## src/rtl/alu_sched_if.sv

```systemverilog
// rtl/alu_sched_if.sv - requester handshake bundle for one alu_sched port
interface alu_sched_if;
  logic       req;
  logic [2:0] op;
  logic [7:0] a;
  logic [7:0] b;
  logic       grant;
  logic       done;

  modport master (output req, op, a, b, input grant, done);
  modport slave  (input req, op, a, b, output grant, done);
endinterface

```

## src/rtl/alu_sched.sv

```systemverilog
// rtl/alu_sched.sv - round-robin ALU sharing scheduler with wait states and flag register
// Optional ALU_SCHED_PERF_EN adds saturating per-port completion counters.
module alu_sched #(
  parameter int unsigned MUL_LAT     = 2,
  parameter int unsigned DIV_LAT     = 4,
  parameter logic [7:0]  DIV0_RESULT = 8'hFF
) (
  input  logic        clk_i,
  input  logic        rst_i,
  alu_sched_if.slave  port0_if,
  alu_sched_if.slave  port1_if,
  output logic [7:0]  result_o,
  output logic [3:0]  flags_o,
  output logic        div_err_o,
  input  logic        flag_load_i,
  input  logic [3:0]  flag_in_i,
  output logic [7:0]  alu_x_o,
  output logic [7:0]  alu_y_o,
  output logic [2:0]  alu_func_o,
  input  logic [7:0]  alu_z_i,
  input  logic        alu_carry_i
`ifdef ALU_SCHED_PERF_EN
  ,
  output logic [15:0] ops0_o,
  output logic [15:0] ops1_o
`endif
);

  typedef enum logic [1:0] {S_IDLE, S_EXEC, S_DONE} state_e;

  state_e      state_q, state_d;
  logic        owner_q, owner_d;
  logic        last_q, last_d;
  logic        div0_q, div0_d;
  logic [7:0]  cnt_q, cnt_d;
  logic [7:0]  x_q, x_d, y_q, y_d;
  logic [2:0]  func_q, func_d;
  logic [7:0]  result_q, result_d;
  logic [3:0]  flags_q, flags_d;

  logic        win, any_req, arb_ok, ovf, cy;
  logic [2:0]  w_op;
  logic [7:0]  w_a, w_b;

  always_comb begin
    state_d  = state_q;
    owner_d  = owner_q;
    last_d   = last_q;
    div0_d   = div0_q;
    cnt_d    = cnt_q;
    x_d      = x_q;
    y_d      = y_q;
    func_d   = func_q;
    result_d = result_q;
    flags_d  = flags_q;

    // On contention the port that was not served last takes the ALU.
    any_req = port0_if.req | port1_if.req;
    win     = (port0_if.req & port1_if.req) ? ~last_q : port1_if.req;
    w_op    = win ? port1_if.op : port0_if.op;
    w_a     = win ? port1_if.a  : port0_if.a;
    w_b     = win ? port1_if.b  : port0_if.b;
    arb_ok  = (state_q == S_DONE) || (state_q == S_IDLE && !flag_load_i);

    cy = (func_q == 3'b000 || func_q == 3'b001 || func_q == 3'b010) ? alu_carry_i : 1'b0;
    unique case (func_q)
      3'b000:  ovf = (x_q[7] == y_q[7]) && (alu_z_i[7] != x_q[7]);
      3'b001:  ovf = (x_q[7] != y_q[7]) && (alu_z_i[7] != x_q[7]);
      3'b010:  ovf = alu_carry_i;
      default: ovf = 1'b0;
    endcase

    unique case (state_q)
      S_IDLE: begin
        if (flag_load_i) flags_d = flag_in_i;
      end
      S_EXEC: begin
        if (cnt_q != 8'd0) begin
          cnt_d = cnt_q - 8'd1;
        end else begin
          state_d = S_DONE;
          if (div0_q) begin
            result_d = DIV0_RESULT;
            flags_d  = 4'b0110;
          end else begin
            result_d = alu_z_i;
            flags_d  = {alu_z_i == 8'd0, alu_z_i[7], ovf, cy};
          end
        end
      end
      S_DONE:  state_d = S_IDLE;
      default: state_d = S_IDLE;
    endcase

    // DONE re-arbitrates in the same cycle so back-to-back ops need no gap.
    if (arb_ok && any_req) begin
      state_d = S_EXEC;
      owner_d = win;
      last_d  = win;
      func_d  = w_op;
      x_d     = w_a;
      y_d     = w_b;
      div0_d  = (w_op == 3'b011) && (w_b == 8'd0);
      if (w_op == 3'b010)                      cnt_d = 8'(MUL_LAT);
      else if (w_op == 3'b011 && w_b != 8'd0)  cnt_d = 8'(DIV_LAT);
      else                                     cnt_d = 8'd0;
    end
  end

  always_ff @(posedge clk_i) begin
    if (rst_i) begin
      state_q  <= S_IDLE;
      owner_q  <= 1'b0;
      last_q   <= 1'b1;
      div0_q   <= 1'b0;
      cnt_q    <= 8'd0;
      x_q      <= 8'd0;
      y_q      <= 8'd0;
      func_q   <= 3'd0;
      result_q <= 8'd0;
      flags_q  <= 4'd0;
    end else begin
      state_q  <= state_d;
      owner_q  <= owner_d;
      last_q   <= last_d;
      div0_q   <= div0_d;
      cnt_q    <= cnt_d;
      x_q      <= x_d;
      y_q      <= y_d;
      func_q   <= func_d;
      result_q <= result_d;
      flags_q  <= flags_d;
    end
  end

  assign port0_if.grant = (state_q != S_IDLE) && !owner_q;
  assign port1_if.grant = (state_q != S_IDLE) &&  owner_q;
  assign port0_if.done  = (state_q == S_DONE) && !owner_q;
  assign port1_if.done  = (state_q == S_DONE) &&  owner_q;
  assign div_err_o      = (state_q == S_DONE) &&  div0_q;
  assign result_o       = result_q;
  assign flags_o        = flags_q;
  assign alu_x_o        = x_q;
  assign alu_y_o        = y_q;
  assign alu_func_o     = func_q;

`ifdef ALU_SCHED_PERF_EN
  logic [15:0] ops0_q, ops1_q;

  always_ff @(posedge clk_i) begin
    if (rst_i) begin
      ops0_q <= 16'd0;
      ops1_q <= 16'd0;
    end else begin
      if (port0_if.done && ops0_q != 16'hFFFF) ops0_q <= ops0_q + 16'd1;
      if (port1_if.done && ops1_q != 16'hFFFF) ops1_q <= ops1_q + 16'd1;
    end
  end

  assign ops0_o = ops0_q;
  assign ops1_o = ops1_q;
`endif

endmodule

```

## src/flat_wrapper.sv

```systemverilog
// flat-port wrapper written by rule: the top's interface ports become plain ports
module alu_sched_flat 
#(
  parameter int unsigned MUL_LAT     = 2,
  parameter int unsigned DIV_LAT     = 4,
  parameter logic [7:0]  DIV0_RESULT = 8'hFF
)
  (clk_i, rst_i, result_o, flags_o, div_err_o, flag_load_i, flag_in_i, alu_x_o, alu_y_o, alu_func_o, alu_z_i, alu_carry_i, port0_if_req, port0_if_op, port0_if_a, port0_if_b, port0_if_grant, port0_if_done, port1_if_req, port1_if_op, port1_if_a, port1_if_b, port1_if_grant, port1_if_done);
  alu_sched_if port0_if_i ();
  alu_sched_if port1_if_i ();
  input  logic clk_i;
  input  logic rst_i;
  output logic [7:0] result_o;
  output logic [3:0] flags_o;
  output logic div_err_o;
  input  logic flag_load_i;
  input  logic [3:0] flag_in_i;
  output logic [7:0] alu_x_o;
  output logic [7:0] alu_y_o;
  output logic [2:0] alu_func_o;
  input  logic [7:0] alu_z_i;
  input  logic alu_carry_i;
  input wire logic [$bits(port0_if_i.req)-1:0] port0_if_req;
  input wire logic [$bits(port0_if_i.op)-1:0] port0_if_op;
  input wire logic [$bits(port0_if_i.a)-1:0] port0_if_a;
  input wire logic [$bits(port0_if_i.b)-1:0] port0_if_b;
  output wire logic [$bits(port0_if_i.grant)-1:0] port0_if_grant;
  output wire logic [$bits(port0_if_i.done)-1:0] port0_if_done;
  input wire logic [$bits(port1_if_i.req)-1:0] port1_if_req;
  input wire logic [$bits(port1_if_i.op)-1:0] port1_if_op;
  input wire logic [$bits(port1_if_i.a)-1:0] port1_if_a;
  input wire logic [$bits(port1_if_i.b)-1:0] port1_if_b;
  output wire logic [$bits(port1_if_i.grant)-1:0] port1_if_grant;
  output wire logic [$bits(port1_if_i.done)-1:0] port1_if_done;
  assign port0_if_i.req = port0_if_req;
  assign port0_if_i.op = port0_if_op;
  assign port0_if_i.a = port0_if_a;
  assign port0_if_i.b = port0_if_b;
  assign port0_if_grant = port0_if_i.grant;
  assign port0_if_done = port0_if_i.done;
  assign port1_if_i.req = port1_if_req;
  assign port1_if_i.op = port1_if_op;
  assign port1_if_i.a = port1_if_a;
  assign port1_if_i.b = port1_if_b;
  assign port1_if_grant = port1_if_i.grant;
  assign port1_if_done = port1_if_i.done;
  alu_sched #(.MUL_LAT(MUL_LAT), .DIV_LAT(DIV_LAT), .DIV0_RESULT(DIV0_RESULT)) u_core (.clk_i(clk_i), .rst_i(rst_i), .port0_if(port0_if_i), .port1_if(port1_if_i), .result_o(result_o), .flags_o(flags_o), .div_err_o(div_err_o), .flag_load_i(flag_load_i), .flag_in_i(flag_in_i), .alu_x_o(alu_x_o), .alu_y_o(alu_y_o), .alu_func_o(alu_func_o), .alu_z_i(alu_z_i), .alu_carry_i(alu_carry_i));
endmodule
```

## config.mk

```make
export PLATFORM = sky130hd
export DESIGN_NAME = alu_sched_flat
export DESIGN_NICKNAME = d
export VERILOG_FILES = /design/src/rtl/alu_sched_if.sv /design/src/rtl/alu_sched.sv /design/src/flat_wrapper.sv
export SDC_FILE = /design/constraint.sdc
export NUM_CORES = 1
export LEC_CHECK = 0
export CAP_MARGIN = 10
export CORE_MARGIN = 3
export CORE_UTILIZATION = 43
export DETAILED_ROUTE_END_ITERATION = 16
export GPL_TIMING_DRIVEN = 0
export HOLD_SLACK_MARGIN = 0.06
export PLACE_DENSITY = 0.82
export SETUP_SLACK_MARGIN = 0.05
export SKIP_LAST_GASP = 1
export SLEW_MARGIN = 20
export SYNTH_ARGS = -nofsm -noshare
export SYNTH_HDL_FRONTEND = slang
export SYNTH_SLANG_ARGS = --single-unit
```

## constraint.sdc

```tcl
create_clock -name clk_i -period 2.1 [get_ports clk_i]
set_input_delay 0.63 -clock clk_i [delete_from_list [all_inputs] [get_ports clk_i]]
set_output_delay 0.63 -clock clk_i [all_outputs]
set_load 0.02 [all_outputs]
```

==> impl_metrics.json, run 1 <==
{
  "antenna_found_initial": 0,
  "leakage_uw": 0.00128,
  "antennaDiodeCount": 0,
  "setup_viol": 0,
  "fin_worst_skew_ps": 1.67,
  "gp_congestion": 0.864,
  "rsz0062_at_grt": "yes",
  "drive_gt1_share_pct": 9.80,
  "die_x_um": 77.7,
  "grt_remaining_overflow": 0,
  "powerDensity_mw_per_mm2": 746,
  "cp_num_cells": 1,
  "cp-end-kind": "output port",
  "drt_drc_violations_left": 0,
  "crit_buf_inv": 1,
  "cp-startpoint": "u_core.alu_x_o[7]",
  "routedWlPerCell_um": 14.9,
  "rows": 25,
  "final_cell_count_no_fill": 414,
  "clk_latency_ps": 300,
  "placed_cells": 406,
  "cts_buffers": 5,
  "io_pins": 92,
  "r2r-start": "u_core.cnt_q[0]",
  "netlist-cell-type-count": 49,
  "drt_iter0_markers": 119,
  "grt_max_degree": 14,
  "max_cap_violations": 0,
  "htreeDepth": 2,
  "cts_buffer_depth": 2,
  "crit_family": "buffers and inverters",
  "grt_pass1_wl_um": 10200,
  "initial_core_util_pct": 45.6,
  "p_seq_share_pct": 39.6,
  "r2r_slack_ps": 190,
  "synthTopCellsByCount": "dfxtp_1 (44), nor2_1 (44), a211oi_1 (21)",
  "grt_pass1_vias": 2095,
  "startpoint_type": "register",
  "vias_per_cell": 5.36,
  "critPathMaxStageDelay_ps": 640,
  "synth_edf_count": 0,
  "post-route-min-period_ps": 1970,
  "vdd_drop_max_mv": 0.352,
  "postRouteAntennaNets": 0,
  "worstHoldStart": "u_core.flags_o[0]",
  "hold_viol_final": 0,
  "cts.clk_slew.worst_paths_ps": 80,
  "syn_to_final_growth_pct": 51.6,
  "layout.nets": 404,
  "syn_area_mm2": 0.00221,
  "cp_cell_sequence": "clkdlybuf4s50_1",
  "multi_input_area_mm2": 0.00123,
  "switchingPower_uw": 763,
  "fp.dieArea_mm2": 0.00604,
  "post_cts_buffers": 0,
  "synth_top_flop_cell": "dfxtp_1",
  "cts_tree": "yes",
  "slew_violations": 0,
  "swShare_pct": 30.5,
  "core_region_area_mm2": 0.00485,
  "track_usage_pct": 21.0,
  "syn_area_per_cell_um2": 8.88,
  "power.total_uw": 2500,
  "period_share_pct": 93.8,
  "worstMarginPinSlew_ps": 601,
  "netlist_top_cells_area": "dfxtp_1 (40%), mux2i_1 (9.0%), nor2_1 (7.5%), a211oi_1 (7.1%), nor3_1 (3.6%)",
  "final_util_pct": 69.2,
  "arrival_ps": 1340,
  "seq_area_frac_synth_pct": 39.8,
  "combPwrFrac_pct": 31.9,
  "cts-root-buf": "clkbuf_8",
  "worstPathMaxFanout": 4,
  "ys_async_sr_fraction_pct": 0,
  "ff2ff_path_depth": 7,
  "synth_nets": 307,
  "internal_power_uw": 1740,
  "first_pass_iters": 4,
  "die_y_um": 77.7,
  "hold_buffers": 0,
  "syn_inst": 249,
  "relSlewSlack_pct": 59.8,
  "regArea_um2": 882,
  "ys_warn_count": 0,
  "min_path_cells": 2,
  "vias": 2218,
  "crit_type": "reg2out",
  "critPathSlowestCell": "clkdlybuf4s50_1",
  "cts_num_sinks": 44,
  "fillers": 401,
  "critPathRequiredTime_ps": 1470,
  "io_buffers": 90,
  "hold_path_class": "reg2reg",
  "hpwl_um": 4700,
  "wl_um": 6150,
  "status": "complete, no violations",
  "synth_top_area_share_pct": 39.8,
  "yosys.area.top_type": "dfxtp_1",
  "max_freq_mhz": 508,
  "yosys_register_bits": 44,
  "clkPwrFrac_pct": 28.5
}
metal layers:
metal  global-route usage (%)  part of all wire, %  vias to the layer above
li1                         -                    -                     1117
met1                     27.0                   44                     1006
met2                     34.2                   47                       87
met3                     6.03                  7.5                        8
met4                     5.87                  1.3                        0
met5                        0                    0                        -
final cells by class:
class	instances	share of cell area [%]
plain buffers	16	3.36
clock buffers	7	2.87
clock inverters	1	0.895
inverters	5	0.559
multi-input cells	184	36.8
flip-flops and latches	44	26.3
well taps	67	2.50
repair buffers	90	26.7
tightest hold or removal path: stages, from the launching register on:
cell     delay, ps
dfxtp_1        320
o21ai_0         70
a21oi_1         60
stage by stage:
| stage | setup TNS (ps) | cell area [um2] | setup slack (ps) | hold slack, ps |
|---|---|---|---|---|
| 2_1_floorplan | 0 | 2210 | 292 | 439 |
| 3_5_place_dp | -8310 | 3200 | -437 | 467 |
| 3_3_place_gp | -6950 | 3200 | -345 | 457 |
| 4_1_cts | -18.0 | 3340 | -18.0 | 484 |
| 6_report | 0 | 3350 | 131 | 482 |
| 5_1_grt | -11.1 | 3350 | -11.1 | 501 |
power by group through the flow:
stage | sequential, uW | clock [uW] | combinational, uW
floorplan | 1080 | 0 | 365
global route | 1000 | 757 | 867
detailed placement | 1010 | 0 | 790
CTS | 990 | 721 | 795
finish | 991 | 713 | 798
global placement | 1000 | 0 | 779
registers in the layout (all words and copies together), names as in the netlist:
signal,flops
u_core.alu_x_o,8
u_core.alu_y_o,8
u_core.cnt_q,8
u_core.result_o,8
u_core.flags_o,4
u_core.alu_func_o,3
u_core.state_q,2
u_core.div0_q,1
u_core.last_q,1
u_core.owner_q,1
path summary, 6_finish.rpt:
path,endpoint
worst min register to register,u_core.flags_o[0]
worst max-delay path,alu_x_o[7]
worst min-delay path,u_core.flags_o[0]
worst max register to register,u_core.result_o[4]
logic make-up after synthesis:
| kind of cell | synth area share [%] |
|---|---|
| simple gates | 25.9 |
| mux | 9.05 |
| fa+ha+maj | 1.13 |
| compound gates | 16.1 |
| xor+xnor | 2.77 |
| buf+inv | 5.20 |
| flops | 39.8 |
repair_timing:
action	CTS	global route
endpoints found under the setup margin	28	30
resized for setup	18	19
endpoints found under the hold margin	0	0
cell usage in the layout, fill, tap and decap left out, types with 4 or more instances in the layout:
cell type        count
nor2_1              44
clkdlybuf4s50_1     82
xor2_1               4
nor2b_1              4
mux2i_1             20
dfxtp_1             43
a21oi_1              6
clkbuf_4             4
nand2_1              8
a211oi_1            21
clkbuf_2             4
nor3_1              16
buf_2                5
inv_1                5
clkbuf_8             7
nor4_1               6
Power figures use the tool's default switching activity.
==> run 2: changes to the inputs <==
--- a/config.mk
+++ b/config.mk
@@ -7,11 +7,11 @@
 export LEC_CHECK = 0
 export CAP_MARGIN = 10
 export CORE_MARGIN = 3
-export CORE_UTILIZATION = 43
+export CORE_UTILIZATION = 46
 export DETAILED_ROUTE_END_ITERATION = 16
 export GPL_TIMING_DRIVEN = 0
 export HOLD_SLACK_MARGIN = 0.06
-export PLACE_DENSITY = 0.82
+export PLACE_DENSITY = 0.87
 export SETUP_SLACK_MARGIN = 0.05
 export SKIP_LAST_GASP = 1
 export SLEW_MARGIN = 20
==> constraint.sdc (replaced) <==
create_clock -name clk_i -period 2.4 [get_ports clk_i]
set_input_delay 0.72 -clock clk_i [delete_from_list [all_inputs] [get_ports clk_i]]
set_output_delay 0.72 -clock clk_i [all_outputs]
set_load 0.02 [all_outputs]
==> run 2 against run 1 <==
Net effect:
- core utilization rose by 4.0 points
- combinational power fell by 12%
- highest routed layer unchanged
- die area shrank 6.0%
- global-route usage up 1.7 points
- critical path type unchanged
- clock skew up 5.8 ps
- wire length rose by 1.5%
- critical endpoint is now port0_if_done
==> impl_metrics.json, run 2 (synthesized netlist as in run 1, its figures left out) <==
{
  "reg2reg_to": "u_core.result_o[4]",
  "cts.clk_slew.worst_paths_ps": 90,
  "slew_violations": 0,
  "syn_to_final_growth_pct": 49.0,
  "power.total_uw": 2140,
  "die_y_um": 75.3,
  "wl_um": 6240,
  "crit_buf_inv": 2,
  "ff2ff_path_depth": 7,
  "switchingPower_uw": 679,
  "cts_num_sinks": 44,
  "cts_buffer_depth": 2,
  "drive_gt1_share_pct": 7.49,
  "cts_tree": "yes",
  "io_pins": 92,
  "leakage_uw": 0.00123,
  "relSlewSlack_pct": 60.2,
  "fin_ws_ps": 187,
  "hold_path_class": "reg2reg",
  "drt_drc_violations_left": 0,
  "vdd_drop_max_mv": 0.308,
  "setup_viol": 0,
  "htreeDepth": 2,
  "initial_core_util_pct": 49.1,
  "critPathSlowestCell": "dfxtp_2",
  "fp.dieArea_mm2": 0.00568,
  "postRouteAntennaNets": 0,
  "vias_per_cell": 5.68,
  "powerDensity_mw_per_mm2": 648,
  "die_x_um": 75.3,
  "r2r-start": "u_core.cnt_q[0]",
  "post-route-min-period_ps": 2210,
  "hold_buffers": 0,
  "cp-startpoint": "u_core.state_q[1]",
  "worstMarginPinSlew_ps": 594,
  "gp_congestion": 0.845,
  "cts-root-buf": "clkbuf_8",
  "cp_cell_sequence": "clkbuf_2 > nor3b_1 > dlygate4sd2_1",
  "grt_pass1_vias": 2248,
  "first_pass_iters": 4,
  "routedWlPerCell_um": 15.6,
  "fin_worst_skew_ps": 7.52,
  "fin_hold_ws_ps": 492,
  "cp_num_cells": 3,
  "internal_power_uw": 1460,
  "critPathMaxStageDelay_ps": 400,
  "hold_viol_final": 0,
  "period_share_pct": 92.2,
  "startpoint_type": "register",
  "critPathRequiredTime_ps": 1680,
  "status": "complete, no violations",
  "r2r_slack_ps": 470,
  "setup.worst_path.end": "port0_if_done",
  "core_region_area_mm2": 0.00450,
  "drt_iter0_markers": 131,
  "antenna_found_initial": 0,
  "track_usage_pct": 22.7,
  "cts_buffers": 5,
  "combPwrFrac_pct": 32.7,
  "max_freq_mhz": 452,
  "rsz0062_at_grt": "no",
  "final_cell_mix": "clkdlybuf4s50_1 (85), nor2_1 (44), dfxtp_1 (43)",
  "crit_family": "buffers and inverters",
  "io_buffers": 90,
  "antennaDiodeCount": 0,
  "layout.nets": 404,
  "grt_pass1_wl_um": 9900,
  "arrival_ps": 1490,
  "grt_max_degree": 15,
  "swShare_pct": 31.8,
  "clk_latency_ps": 300,
  "grt_remaining_overflow": 0,
  "place_ws_ps": -192,
  "min_path_cells": 2,
  "vias": 2266,
  "clkPwrFrac_pct": 26.8,
  "hpwl_um": 4780,
  "crit_type": "reg2out",
  "rows": 24,
  "p_seq_share_pct": 40.5,
  "worstPathMaxFanout": 10,
  "max_cap_violations": 0,
  "cp-end-kind": "output port",
  "layout_commonest_cell": "clkdlybuf4s50_1"
}
## run 2: changes by cell type in the layout (fill, tap and decap cells not counted), sizes merged
cell           delta
dlymetal6s2s      -3
clkdlybuf4s50     +3
clkdlybuf4s15     -2
clkbuf            -5
dlygate4sd2       +5
clkinv            +1
clkinvlp          +1
## run 2: worst min-delay path by stage
| stage | start | end | slack, ps |
|---|---|---|---|
| 2_1_floorplan | u_core.last_q | u_core.last_q | 440 |
| 3_3_place_gp | u_core.last_q | u_core.last_q | 460 |
| 3_5_place_dp | u_core.last_q | u_core.last_q | 470 |
| 4_1_cts | u_core.last_q | u_core.last_q | 490 |
| 5_1_grt | u_core.flags_o[2] | u_core.flags_o[2] | 520 |
| 6_report | u_core.flags_o[3] | u_core.flags_o[3] | 490 |
## run 2: cell type report
type	instances	area, um2
Sequential cell	44	882
Multi-Input combinational cell	184	1230
Clock inverter	3	42.5
Buffer	16	98.8
Inverter	5	18.8
Fill cell	353	1210
Clock buffer	5	68.8
Tap cell	52	65.1
Timing Repair Buffer	90	895
## run 2: power by group through the flow
stage	clock network (uW)	registers [uW]	logic (uW)
5_1_grt	608	877	759
2_1_floorplan	0	949	320
3_3_place_gp	0	878	680
3_5_place_dp	0	882	694
6_report	573	865	699
4_1_cts	583	865	697
## run 2: through the flow
stage / setup TNS (ps) / util [%] / std cells / cell area (um2)
CTS: 0 / 72.9 / 399 / 3290
floorplan: 0 / - / 249 / 2210
global placement: -2450 / 70.6 / 391 / 3180
global route: 0 / 73.2 / 399 / 3300
finish: 0 / 73.2 / 399 / 3300
detailed placement: -3220 / 70.6 / 391 / 3180
## run 2: timing repair
item / CTS / global route
endpoints found under the setup margin: 5 / 21
pin swaps: 0 / 0
resized for setup: 7 / 4
gates cloned: 0 / 0
buffers inserted: 0 / 0
## run 2: routing by layer
metal	share of wire [%]	track usage, %	vias up
met2	49	40.1	104
met3	9.1	7.39	11
met5	0	0	-
li1	-	-	1113
met1	40	26.0	1038
met4	1.4	6.99	0
## run 2: worst min-delay path, stage by stage (launching register included)
cell and delay, ps:
dfxtp_1 320, o21ai_0 70, a21oi_1 60
